$ cat config.mk
export PLATFORM = sky130hd
export DESIGN_NAME = adder_serial_scheduler
export DESIGN_NICKNAME = d
export VERILOG_FILES = /design/src/rtl/adder_sched_pkg.sv /design/src/rtl/adder_serial_scheduler_arb.sv /design/src/rtl/adder_serial_scheduler.sv
export SDC_FILE = /design/constraint.sdc
export NUM_CORES = 1
export LEC_CHECK = 0
export ABC_AREA = 1
export ABC_CLOCK_PERIOD_IN_PS = 2620
export CORE_AREA = 2 2 263 265
export DETAILED_ROUTE_END_ITERATION = 7
export DIE_AREA = 0 0 265 267
export GPL_TIMING_DRIVEN = 0
export PLACE_DENSITY_LB_ADDON = 0.1
export SKIP_LAST_GASP = 1
export SYNTH_ARGS = -nofsm -noshare
export SYNTH_HDL_FRONTEND = slang
export SYNTH_SLANG_ARGS = --single-unit
$ cat constraint.sdc
create_clock -name clk -period 2.62 [get_ports clk]
set_input_delay 0.655 -clock clk [delete_from_list [all_inputs] [get_ports clk]]
set_output_delay 0.655 -clock clk [all_outputs]
set_load 0.02 [all_outputs]
$ cat src/rtl/adder_sched_pkg.sv
// adder_sched_pkg: shared widths, scheduler state type and round-robin pick helper
package adder_sched_pkg;

    localparam int OP_WIDTH = 64;
    localparam int CNT_W    = 6;
    localparam int MAX_REQ  = 8;

    typedef enum logic [2:0] {
        IDLE,
        WAIT_IDLE,
        START,
        GAP,
        SHIFT,
        WAIT_RDY,
        RESP
    } sched_state_t;

    // Returns the first set index in mask at or after last+1, wrapping modulo n.
    // Walking offsets from far to near lets the nearest candidate overwrite the others.
    function automatic logic [2:0] rr_pick(input logic [MAX_REQ-1:0] mask, input logic [2:0] last, input int n);
        int k;
        rr_pick = '0;
        for (int i = MAX_REQ; i >= 1; i--) begin
            k = (int'(last) + i) % n;
            if (i <= n && mask[k]) rr_pick = 3'(k);
        end
    endfunction

endpackage

$ cat src/rtl/adder_serial_scheduler_arb.sv
// rr_arbiter: one-hot round-robin grant starting after the previous winner
module rr_arbiter
    import adder_sched_pkg::*;
#(
    parameter  int N  = 4,
    localparam int IW = $clog2(N)
) (
    input  logic [N-1:0]  req,
    input  logic [IW-1:0] last_grant,
    input  logic          en,
    output logic [N-1:0]  grant,
    output logic [IW-1:0] grant_idx
);

    logic [2:0] pick;

    // Pick the next requester and expand it to a one-hot grant when enabled
    always_comb begin
        pick      = rr_pick(MAX_REQ'(req), 3'(last_grant), N);
        grant_idx = IW'(pick);
        grant     = (en && |req) ? (N'(1) << pick) : '0;
    end

endmodule

$ cat src/rtl/adder_serial_scheduler.sv
// adder_serial_scheduler: time-shares one bit-serial adder among NUM_REQ requesters
module adder_serial_scheduler
    import adder_sched_pkg::*;
#(
    parameter  int NUM_REQ = 4,
    parameter  int TIMEOUT = 256,
    localparam int IW      = $clog2(NUM_REQ)
) (
    input  logic                        clk,
    input  logic                        rst_n,
    input  logic [NUM_REQ-1:0]          req_valid,
    input  logic [NUM_REQ*OP_WIDTH-1:0] req_a,
    input  logic [NUM_REQ*OP_WIDTH-1:0] req_b,
    input  logic [NUM_REQ-1:0]          req_cin,
    output logic [NUM_REQ-1:0]          req_ready,
    output logic                        resp_valid,
    output logic [IW-1:0]               resp_id,
    output logic [OP_WIDTH-1:0]         resp_sum,
    output logic                        resp_cout,
    output logic                        resp_err,
    output logic                        a_bit_in,
    output logic                        b_bit_in,
    output logic                        cin_in,
    output logic                        start_in,
    input  logic                        ready_out,
    input  logic [OP_WIDTH-1:0]         sum_out,
    input  logic                        cout_out,
    output logic                        busy
);

    localparam int            TW        = $clog2(TIMEOUT + 1);
    localparam logic [TW-1:0] T_LAST    = TW'(TIMEOUT - 1);
    localparam logic [IW-1:0] LAST_INIT = IW'(NUM_REQ - 1);

    sched_state_t        state;
    logic [CNT_W-1:0]    cnt;
    logic [CNT_W-1:0]    cnt_nx;
    logic [TW-1:0]       timer;
    logic [IW-1:0]       last_grant;
    logic [IW-1:0]       grant_idx;
    logic [OP_WIDTH-1:0] a_reg;
    logic [OP_WIDTH-1:0] b_reg;
    logic                cin_reg;

    assign cnt_nx = cnt + 1'b1;

    // Grants are only offered while idle; held low during reset so req_ready reads 0
    rr_arbiter #(.N(NUM_REQ)) u_arb (
        .req       (req_valid),
        .last_grant(last_grant),
        .en        (state == IDLE && rst_n),
        .grant     (req_ready),
        .grant_idx (grant_idx)
    );

    // Transaction FSM: grant, serialise the operands LSB first, then collect or time out the result
    always_ff @(posedge clk or negedge rst_n) begin
        if (!rst_n) begin
            state      <= IDLE;
            cnt        <= '0;
            timer      <= '0;
            last_grant <= LAST_INIT;
            a_reg      <= '0;
            b_reg      <= '0;
            cin_reg    <= 1'b0;
            start_in   <= 1'b0;
            a_bit_in   <= 1'b0;
            b_bit_in   <= 1'b0;
            cin_in     <= 1'b0;
            resp_valid <= 1'b0;
            resp_id    <= '0;
            resp_sum   <= '0;
            resp_cout  <= 1'b0;
            resp_err   <= 1'b0;
            busy       <= 1'b0;
        end else begin
            case (state)
                IDLE: if (|req_ready) begin
                    a_reg      <= req_a[grant_idx*OP_WIDTH +: OP_WIDTH];
                    b_reg      <= req_b[grant_idx*OP_WIDTH +: OP_WIDTH];
                    cin_reg    <= req_cin[grant_idx];
                    last_grant <= grant_idx;
                    busy       <= 1'b1;
                    state      <= WAIT_IDLE;
                end
                WAIT_IDLE: if (!ready_out) begin
                    start_in <= 1'b1;
                    cin_in   <= cin_reg;
                    state    <= START;
                end
                START: begin
                    start_in <= 1'b0;
                    state    <= GAP;
                end
                GAP: begin
                    cnt      <= '0;
                    a_bit_in <= a_reg[0];
                    b_bit_in <= b_reg[0];
                    state    <= SHIFT;
                end
                SHIFT: begin
                    cnt      <= cnt_nx;
                    a_bit_in <= (&cnt) ? 1'b0 : a_reg[cnt_nx];
                    b_bit_in <= (&cnt) ? 1'b0 : b_reg[cnt_nx];
                    timer    <= '0;
                    state    <= (&cnt) ? WAIT_RDY : SHIFT;
                end
                WAIT_RDY: if (ready_out || timer == T_LAST) begin
                    resp_sum   <= ready_out ? sum_out : '0;
                    resp_cout  <= ready_out & cout_out;
                    resp_err   <= !ready_out;
                    resp_id    <= last_grant;
                    resp_valid <= 1'b1;
                    cin_in     <= 1'b0;
                    state      <= RESP;
                end else begin
                    timer <= timer + 1'b1;
                end
                RESP: begin
                    resp_valid <= 1'b0;
                    busy       <= 1'b0;
                    state      <= IDLE;
                end
                default: state <= IDLE;
            endcase
        end
    end

endmodule

==> impl_metrics.csv <==
group,metric,value,unit
detailed_routing,drt_pre_antenna_iters,6,
place,dpl_cell_area,0.0237,mm^2
final_layout,final_cell_area,0.0268,mm^2
power,power.density,1620,mW/mm^2
clock_network,root_buffer,"clkbuf_16",
synth,ys_seq_area_share,35.1,%
grt,grt.overflow.total,0,
hold_path,hold_path.class,"primary input to asynchronous set/reset pin",
clock_network,cts_tree,"yes",
synth,netlist_area,0.0159,mm^2
synth,synth_top_cell_by_area,"dfrtp_1",
place,port_buffers,665,
detailed_routing,ant_nets,0,
power,vdd_drop_max,675,uV
detailed_routing,viasPerCell,4.60,
final_layout,fin_nets,3865,
synth,avgSynthCellArea,6.29,um^2
timing,rsz0062_at_grt,"true",
timing,finalMaxSlewViolations,0,
die,die_area,0.0708,mm^2
timing,worst_slack,-0.601,ns
synth,synth_top_area_share,34.8,%
grt,grtUsageMet1,27.4,%
grt,antenna_found_initial,6,
setup_path,path_cells,"buf_6 -> xor2_2 -> nand2_2 -> buf_6 -> o21ai_2 -> nor2_2 -> nor2_4 -> buf_12 -> inv_8 -> clkbuf_16 -> nor3_4 -> buf_6",
final_layout,drive_gt1_share,12.3,%
setup_path,crit_fanout,5,
final_layout,seqCellArea,0.00558,mm^2
timing,skew,0.0218,ns
setup_path,start_kind,"register",
synth,mappedNetlistNets,3117,
timing,relSlewSlack,34.6,%
synth,synth-async-reset-ratio,100,%
timing,tightestPinTransition,0.982,ns
setup_path,crit_top_cell,"buf_6",
synth,synth-edff-count,0,
setup_path,crit_type,"register to output port",
die,start_util,23.4,%
grt,grt_pass1_wl,121000,um
detailed_routing,dr_total_vias,19300,
timing,finalSetupTns,-2.50,ns
detailed_routing,finalWirelength,85400,um
outcome,status,"complete, but fails checks",
setup_path,cp_num_buf_inv,6,
setup_path,worstSetupEndpointType,"output port",
die,die_x,265,um
power,power.leakage,0.0134,uW
clock_network,cts.sinks,223,
grt,busiest_layer,"met2",
timing,post-route-period-util,123,%
synth,netlist_instances,2526,
synth,ys.flop_type,"dfrtp_1",
final_layout,multi_input_area,0.00923,mm^2
outcome,failed_checks,"negative setup slack",
job,maxCapViolCount,0,
final_layout,synthToLayoutAreaGrowth,68.5,%
clock_network,numCtsBuffers,29,
setup_path,crit_slowest_cell,"dfstp_2",
die,die_h,267,um
setup_path,cp_data_required_time,1.97,ns
setup_path,slowest_delay,0.56,ns
timing,hold_viol_final,0,
timing,fmax,0.310,GHz
grt,gr-usage-met3,4.10,%
grt,track_usage,22.8,%
grt,grt_pass1_vias,19700,
clock_network,clock_tree.buffer_depth,3,
grt,grt_max_degree,70,
final_layout,fill_cells,7140,
clock_network,htreeDepth,1,
detailed_routing,routedWlPerCell,20.4,um
detailed_routing,drt-initial-drc-count,1046,
synth,yosys-top-cells-area,"dfrtp_1 35%, nand2_1 30%, nand3_1 11%",
grt,grtUsageMet2,40.9,%
setup_path,crit_family,"buffers and inverters",
timing,report.final.setup_viol,17,
timing,fin_crit,3.22,ns
detailed_routing,drc,0,
setup_path,arrival,2.57,ns
die,row_count,96,
clock_network,clkTransAtPathRegs,0.06,ns
synth,yosysWarnings,0,
place,globalplace.congestion,0.881,
die,io_pins,666,
place,hpwl,63700,um
clock_network,clock_latency,0.58,ns
die,coreArea,0.0680,mm^2
synth,yosys.cell_types.count,35,
synth,synth-seq-cells,223,
[worst paths after layout]
path / endpoint / slack, ns / from / depth (start not counted)
max: req_ready[1] / -0.60 / last_grant[0] / 12
min: resp_sum[53] / 0.06 / rst_n / 2
max reg2reg: b_reg[57] / -0.04 / last_grant[0] / 20
min reg2reg: a_reg[36] / 0.47 / a_reg[36] / 2
max in group asynchronous: resp_sum[42] / 1.69 / rst_n / 2
min in group clk: a_reg[36] / 0.47 / a_reg[36] / 2
[cells by family after synthesis]
| logic type | share of synthesized area, % |
|---|---|
| buf+inv | 10.5 |
| simple gates | 48.5 |
| xor+xnor | 0.276 |
| flops | 35.1 |
| fa+ha+maj | 0.236 |
| compound gates | 5.27 |
[timing repair]
item	CTS	global route
resized for setup	134	321
hold endpoints to repair	0	9
pin swaps	11	110
setup endpoints to repair	158	152
gates cloned	2	17
hold buffers	0	3
buffers inserted	17	15
[layout by cell type (no fill, tap or decap), drive strengths merged, types with 2 or more instances in the layout]
master,synthesis,final
clkinvlp,0,4
a21oi,14,14
clkdlybuf4s50,0,660
buf,108,135
nand2,1255,1255
nand4,5,5
ha,3,3
clkbuf,73,139
diode,0,5
nand3,347,347
xnor2,2,2
o22ai,3,3
o21ai,29,29
dfstp,2,2
nor3,6,6
nand3b,129,129
clkdlybuf4s15,0,2
bufinv,0,4
nor2,48,48
inv,203,204
a22o,65,65
dfrtp,221,221
clkinv,3,7
xor2,3,3
[per-layer routing]
layer,vias up,part of all wire (%)
met5,-,0.014
met4,2,3.1
met3,137,5.3
met2,583,50
met1,9072,41
li1,9457,-
[stage by stage]
stage / utilization, % / power (uW) / hold WS, ns / setup slack (ns) / cells
finish: 39.4 / 43300 / 0.0571 / -0.601 / 4183
global route: 39.4 / 47000 / 0.0426 / -0.731 / 4182
CTS: 37.2 / 38800 / 0.0249 / -0.687 / 4145
detailed placement: 34.9 / 32400 / 0.461 / -1.86 / 4075
global placement: 34.8 / 32300 / 0.462 / -9.05 / 4073
floorplan: - / 22000 / 0.359 / -0.0412 / 2526
[where the power goes]
part           switching (uW)  internal, uW
clock                    1660          2570
sequential                883          5000
combinational           19800         13500
total                   22300         21000
[worst register-to-register path: cells and delay by family (launching register included)]
kind	cells	cell delay (ns)
buffers and inverters	8	1.06
AND/OR/NAND/NOR	12	0.96
flip-flops	1	0.56
[Yosys cell counts (6+ instances only)]
cell and number:
nand2_1 1252, o21ai_0 27, clkbuf_1 73, buf_2 80, a22o_1 65, buf_1 7, nor2_1 46, buf_4 10
inv_1 199, a21oi_1 14, buf_6 11, nand3_1 346, dfrtp_1 221, nand3b_1 129, nor3_1 6
[final cells by class]
class,instances,area share (%)
clock inverter,13,0.673
timing repair buffer,720,28.5
clock buffer,40,3.05
inverter,206,2.95
multi-input combinational,1916,34.5
tap,882,4.12
buffer,178,5.28
sequential,223,20.9
antenna,5,0.0467
Note: power is estimated with default switching activity, not from simulation.
